[src/rtl/fetch_predecode_bp.sv]
// Fetch-stage predecoder: classifies jal/jalr/branch/call/return and predicts the
// next PC from a return-address stack and a table of 2-bit branch counters.
module fetch_predecode_bp #(
    parameter int unsigned RAS_DEPTH = 4,
    parameter int unsigned BHT_IDX_W = 6,
    parameter int unsigned USE_BHT   = 1
) (
    input  logic                         clk,
    input  logic                         rst_n,
    input  logic                         if_valid,
    input  logic                         if_stall,
    input  logic [31:0]                  if_pc,
    input  logic [31:0]                  if_instr,
    input  logic                         ex_flush,
    input  logic                         ex_bxx_valid,
    input  logic [31:0]                  ex_bxx_pc,
    input  logic                         ex_bxx_taken,
    output logic                         isjal,
    output logic                         isjalr,
    output logic                         isbxx,
    output logic                         iscall,
    output logic                         isret,
    output logic                         pred_redirect,
    output logic [31:0]                  pred_target,
    output logic [$clog2(RAS_DEPTH):0]   ras_count
);

    localparam int unsigned PTR_W   = $clog2(RAS_DEPTH);
    localparam int unsigned CNT_W   = PTR_W + 1;
    localparam int unsigned BHT_NUM = 1 << BHT_IDX_W;

    logic [31:0]          ras_q [RAS_DEPTH];
    logic [31:0]          ras_d [RAS_DEPTH];
    logic [PTR_W-1:0]     top_q, top_d, top_inc;
    logic [CNT_W-1:0]     cnt_q, cnt_d;
    logic [1:0]           bht_q [BHT_NUM];
    logic [1:0]           bht_d [BHT_NUM];

    logic [4:0]           rd, rs1;
    logic                 rd_link, rs1_link;
    logic [31:0]          jal_imm, bxx_imm, link_pc;
    logic [BHT_IDX_W-1:0] rd_idx, wr_idx;
    logic                 taken, fire, do_push, do_pop;
    logic                 unused_pc_bits;

    assign rd             = if_instr[11:7];
    assign rs1            = if_instr[19:15];
    assign rd_link        = (rd == 5'd1) || (rd == 5'd5);
    assign rs1_link       = (rs1 == 5'd1) || (rs1 == 5'd5);
    assign jal_imm        = {{12{if_instr[31]}}, if_instr[19:12], if_instr[20], if_instr[30:21], 1'b0};
    assign bxx_imm        = {{20{if_instr[31]}}, if_instr[7], if_instr[30:25], if_instr[11:8], 1'b0};
    assign link_pc        = if_pc + 32'd4;
    assign rd_idx         = if_pc[BHT_IDX_W+1:2];
    assign wr_idx         = ex_bxx_pc[BHT_IDX_W+1:2];
    assign unused_pc_bits = ^{ex_bxx_pc[31:BHT_IDX_W+2], ex_bxx_pc[1:0]};
    assign ras_count      = cnt_q;

    always_comb begin
        isjal  = if_valid && (if_instr[6:0] == 7'h6F);
        isjalr = if_valid && (if_instr[6:0] == 7'h67);
        isbxx  = if_valid && (if_instr[6:0] == 7'h63);
        iscall = (isjal || isjalr) && rd_link;
        isret  = isjalr && rs1_link && !(rd_link && (rd == rs1));
        taken  = (USE_BHT != 0) ? bht_q[rd_idx][1] : if_instr[31];

        pred_redirect = 1'b0;
        pred_target   = link_pc;
        if (isjal) begin
            pred_redirect = 1'b1;
            pred_target   = if_pc + jal_imm;
        end else if (isret && (cnt_q != '0)) begin
            pred_redirect = 1'b1;
            pred_target   = ras_q[top_q];
        end else if (isbxx && taken) begin
            pred_redirect = 1'b1;
            pred_target   = if_pc + bxx_imm;
        end
    end

    // A swap (pop+push) on a non-empty stack rewrites the top in place;
    // on an empty stack the pop is a no-op, so it degrades to a plain push.
    always_comb begin
        fire    = if_valid && !if_stall && !ex_flush;
        do_push = fire && iscall;
        do_pop  = fire && isret && (cnt_q != '0);
        top_inc = top_q + 1'b1;
        ras_d   = ras_q;
        top_d   = top_q;
        cnt_d   = cnt_q;
        if (ex_flush) begin
            top_d = '0;
            cnt_d = '0;
        end else if (do_push && do_pop) begin
            ras_d[top_q] = link_pc;
        end else if (do_push) begin
            ras_d[top_inc] = link_pc;
            top_d          = top_inc;
            if (cnt_q != CNT_W'(RAS_DEPTH)) cnt_d = cnt_q + 1'b1;
        end else if (do_pop) begin
            top_d = top_q - 1'b1;
            cnt_d = cnt_q - 1'b1;
        end
    end

    always_comb begin
        bht_d = bht_q;
        if (ex_bxx_valid) begin
            if (ex_bxx_taken && (bht_q[wr_idx] != 2'b11))
                bht_d[wr_idx] = bht_q[wr_idx] + 2'd1;
            else if (!ex_bxx_taken && (bht_q[wr_idx] != 2'b00))
                bht_d[wr_idx] = bht_q[wr_idx] - 2'd1;
        end
    end

    always_ff @(posedge clk or negedge rst_n) begin
        if (!rst_n) begin
            for (int unsigned i = 0; i < RAS_DEPTH; i++) ras_q[i] <= '0;
            for (int unsigned i = 0; i < BHT_NUM; i++) bht_q[i] <= 2'b01;
            top_q <= '0;
            cnt_q <= '0;
        end else begin
            ras_q <= ras_d;
            bht_q <= bht_d;
            top_q <= top_d;
            cnt_q <= cnt_d;
        end
    end

endmodule

[config.mk]
export PLATFORM = sky130hd
export DESIGN_NAME = fetch_predecode_bp
export DESIGN_NICKNAME = d
export VERILOG_FILES = /design/src/rtl/fetch_predecode_bp.sv
export SDC_FILE = /design/constraint.sdc
export NUM_CORES = 1
export LEC_CHECK = 0
export CAP_MARGIN = 30
export CORE_MARGIN = 2
export CORE_UTILIZATION = 45
export CTS_CLUSTER_DIAMETER = 60
export DETAILED_ROUTE_END_ITERATION = 8
export GPL_ROUTABILITY_DRIVEN = 0
export PLACE_DENSITY = 0.74
export SLEW_MARGIN = 20
export SYNTH_ARGS = -nofsm -noshare
export SYNTH_HDL_FRONTEND = slang
export SYNTH_SLANG_ARGS = --single-unit
[constraint.sdc]
create_clock -name clk -period 5.4 [get_ports clk]
set_input_delay 0.81 -clock clk [delete_from_list [all_inputs] [get_ports clk]]
set_output_delay 0.81 -clock clk [all_outputs]
set_load 0.005 [all_outputs]
==> flow_metrics.env <==
export IMPL_stdcell_count=2393
export IMPL_finalNetCount=2069
export IMPL_cts_root_buf="clkbuf_16"
export IMPL_wirelength_um=47600
export IMPL_tritoncts="yes"
export IMPL_p_switching_mw=1.54
export IMPL_start_util=0.453
export IMPL_switching_share=0.290
export IMPL_finalSetupViolations=0
export IMPL_vias=14361
export IMPL_p_total_mw=5.32
export IMPL_p_comb_frac=0.203
export IMPL_die_area_mm2=0.0371
export IMPL_synth_top_area_share=0.308
export IMPL_p_per_area_mw_per_mm2=277
export IMPL_wl_met3_um=3620
export IMPL_fp_dieH_um=193
export IMPL_yosysTopAreaCell="dfrtp_1"
export IMPL_grt_max_degree=116
export IMPL_fin_ws_ns=0.110
export IMPL_synth_most_common_cell="nand2_1"
export IMPL_async_reset_ff_frac=1.00
export IMPL_wl_met2_um=22500
export IMPL_hold_buffers=0
export IMPL_ys_ff_latch=261
export IMPL_diodes=0
export IMPL_post_drt_wl_per_cell_um=19.9
export IMPL_sequentialPowerShare=0.427
export IMPL_grt_ovfl_total=0
export IMPL_vias_per_cell=6.00
export IMPL_grt_pass1_vias=14067
export IMPL_ant_nets=0
export IMPL_synth_cell_types=79
export IMPL_tightest_slew_ns=0.920
export IMPL_critical_path_class="in2out"
export IMPL_syn_nets=1925
export IMPL_endpoint_kind="primary output"
export IMPL_drive_gt1_frac=0.167
export IMPL_die_width_um=193
export IMPL_fin_crit_ns=5.29
export IMPL_pin_count=144
export IMPL_crit_path_max_incr_delay_ns=0.52
export IMPL_relSlewSlack=0.386
export IMPL_seq_area_frac_synth=0.413
export IMPL_drtIter0Drc=1179
export IMPL_wl_met1_um=19700
export IMPL_outcome="completed"
export IMPL_synth_edf_count=0
export IMPL_synth_flop_cell="dfrtp_1"
export IMPL_fmax_mhz=189
export IMPL_clk_latency_ns=0.55
export IMPL_yosys_top_cells_count="nand2_1 (257), dfrtp_1 (197), nor2_1 (183)"
export IMPL_hold_violations=0
export IMPL_postCtsSetupBuffers=0
export IMPL_maxUsedRoutingLayer="met4"
export IMPL_final_util=0.543
export IMPL_synth_area_mm2=0.0160
export IMPL_cts_buffers_inserted=28
export IMPL_crit_path_cell_trace="clkdlybuf4s50_1, buf_12, mux4_2, or4b_1, o21ai_2, o32ai_1, a211o_1, buf_12, nand2b_4, o21ai_1, a21oi_1, o21ai_0, clkdlybuf4s50_1"
export IMPL_avgSynthCellArea_um2=9.06
export IMPL_cp_slowest_cell="clkdlybuf4s50_1"
export IMPL_cts_clk_slew_worst_paths_ns=0.06
export IMPL_coreArea_mm2=0.0353
export IMPL_synthTopCellsByArea="dfrtp_1 (31%), dfstp_2 (11%), mux4_2 (6.5%), nand2_1 (6.0%), o21ai_0 (5.7%)"
export IMPL_hold_path_class="in2async"
export IMPL_grt_usage=0.256
export IMPL_grt_first_pass_wirelength_um=75100
export IMPL_post_route_drc_count=0
export IMPL_arrival_ns=4.48
export IMPL_required_ns=4.59
export IMPL_p_int_mw=3.78
export IMPL_fp_row_count=69
export IMPL_startpoint_type="primary input"
export IMPL_pre_cts_ws_ns=-0.0277
export IMPL_maxSlewViolCount=0
export IMPL_drv_cap=0
export IMPL_p_leak_nw=8.12
export IMPL_antenna_found_initial=0
export IMPL_syn_inst=1766
export IMPL_finClkSkew_ns=0.0268
export IMPL_fin_crit_sh=0.980
export IMPL_areaGrowthSynthToFinish_pct=19.8
export IMPL_dr_pass1_iters=5
export IMPL_cp_top_family="buffers and inverters"
export IMPL_crit_buf_inv=4
export IMPL_grt_setup_unrepaired="yes"
export IMPL_pwr_share_clk=0.371
export IMPL_ys_warn_count=0
export IMPL_dp_cells=2340
export IMPL_portBuffers=117
export IMPL_worstPathMaxFanout=45
export IMPL_ctsHtreeMaxLevel=1
export IMPL_cts_buffer_depth=3
export IMPL_dpl_hpwl_um=33600
export IMPL_peakVddDrop_v=0.000312
export IMPL_clock_sinks=261
[power by group through the flow]
| stage | combinational (mW) | clock, mW | sequential (mW) |
|---|---|---|---|
| after floorplan | 0.633 | 0 | 2.25 |
| after global placement | 1.01 | 0 | 2.30 |
| after detailed placement | 1.04 | 0 | 2.31 |
| after CTS | 1.05 | 2.00 | 2.27 |
| after global routing | 1.18 | 2.10 | 2.28 |
| final | 1.08 | 1.97 | 2.27 |
[layout make-up]
cell class	count	area, um^2
tap	461	577
multi-input combinational	1368	8840
clock buffer	36	782
clock inverter	16	171
fill	3114	16100
timing repair buffer	227	2080
inverter	24	95.1
sequential	261	6610
[cell families after synthesis]
family | share of synthesized area
DFF | 0.413
AOI/OAI and AO/OA | 0.209
adders and majority gates | 0.0452
buffers and inverters | 0.0390
and+or+nand+nor | 0.164
muxes | 0.0850
xor gates and xnor gates | 0.0444
[metrics by stage]
stage,cell area [um^2],hold slack [ns],setup TNS [ns]
2_1_floorplan,16000,0.453,0
3_3_place_gp,18100,0.462,-0.0487
3_5_place_dp,18100,0.472,-0.0366
4_1_cts,19100,0.384,0
5_1_grt,19200,0.398,-0.0720
6_report,19200,0.311,0
[what timing repair did]
| action | in CTS | in global routing |
|---|---|---|
| pin swaps | 1 | 1 |
| resized for setup | 4 | 13 |
| endpoints found under the setup margin | 4 | 18 |
[worst reg2reg max path: cells and delay by family (launching register included)]
family	cells	cell delay, ns
flops	1	0.40
simple gates	6	1.54
buf+inv	1	0.06
compound gates	6	1.25
fa+ha+maj	1	0.17
[layer usage]
metal,track usage,vias to the layer above
li1,-,6665
met2,0.426,626
met1,0.343,6945
met3,0.0329,125
met4,0.0957,0
met5,0,-
[path summary, 6_finish.rpt]
check                          start               to  slack [ns]  cells past startpoint
setup / recovery            if_pc[2]  pred_target[25]        0.11                     13
max in group asynchronous      rst_n        bht_q[15]        3.83                      2
min in group clk                flop             flop        0.48                      2
hold reg to reg                 flop             flop        0.48                      2
hold / removal                 rst_n        bht_q[89]        0.31                      1
setup reg to reg           bht_q[47]        bht_q[23]        1.85                     14
[placed cells by master, fill, tap and decap left out, types with 23 or more instances in the layout]
cell type,count
a21o_1,27
a21oi_1,172
a22oi_1,35
buf_4,103
clkbuf_16,29
clkdlybuf4s50_1,115
dfrtp_1,196
dfstp_2,64
ha_1,52
inv_1,23
mux4_2,46
nand2_1,257
nand3_1,30
nor2_1,183
o21ai_0,179
o22ai_1,35
xnor2_1,30
xor2_1,50
No activity file was read; power rests on OpenSTA's default activity.
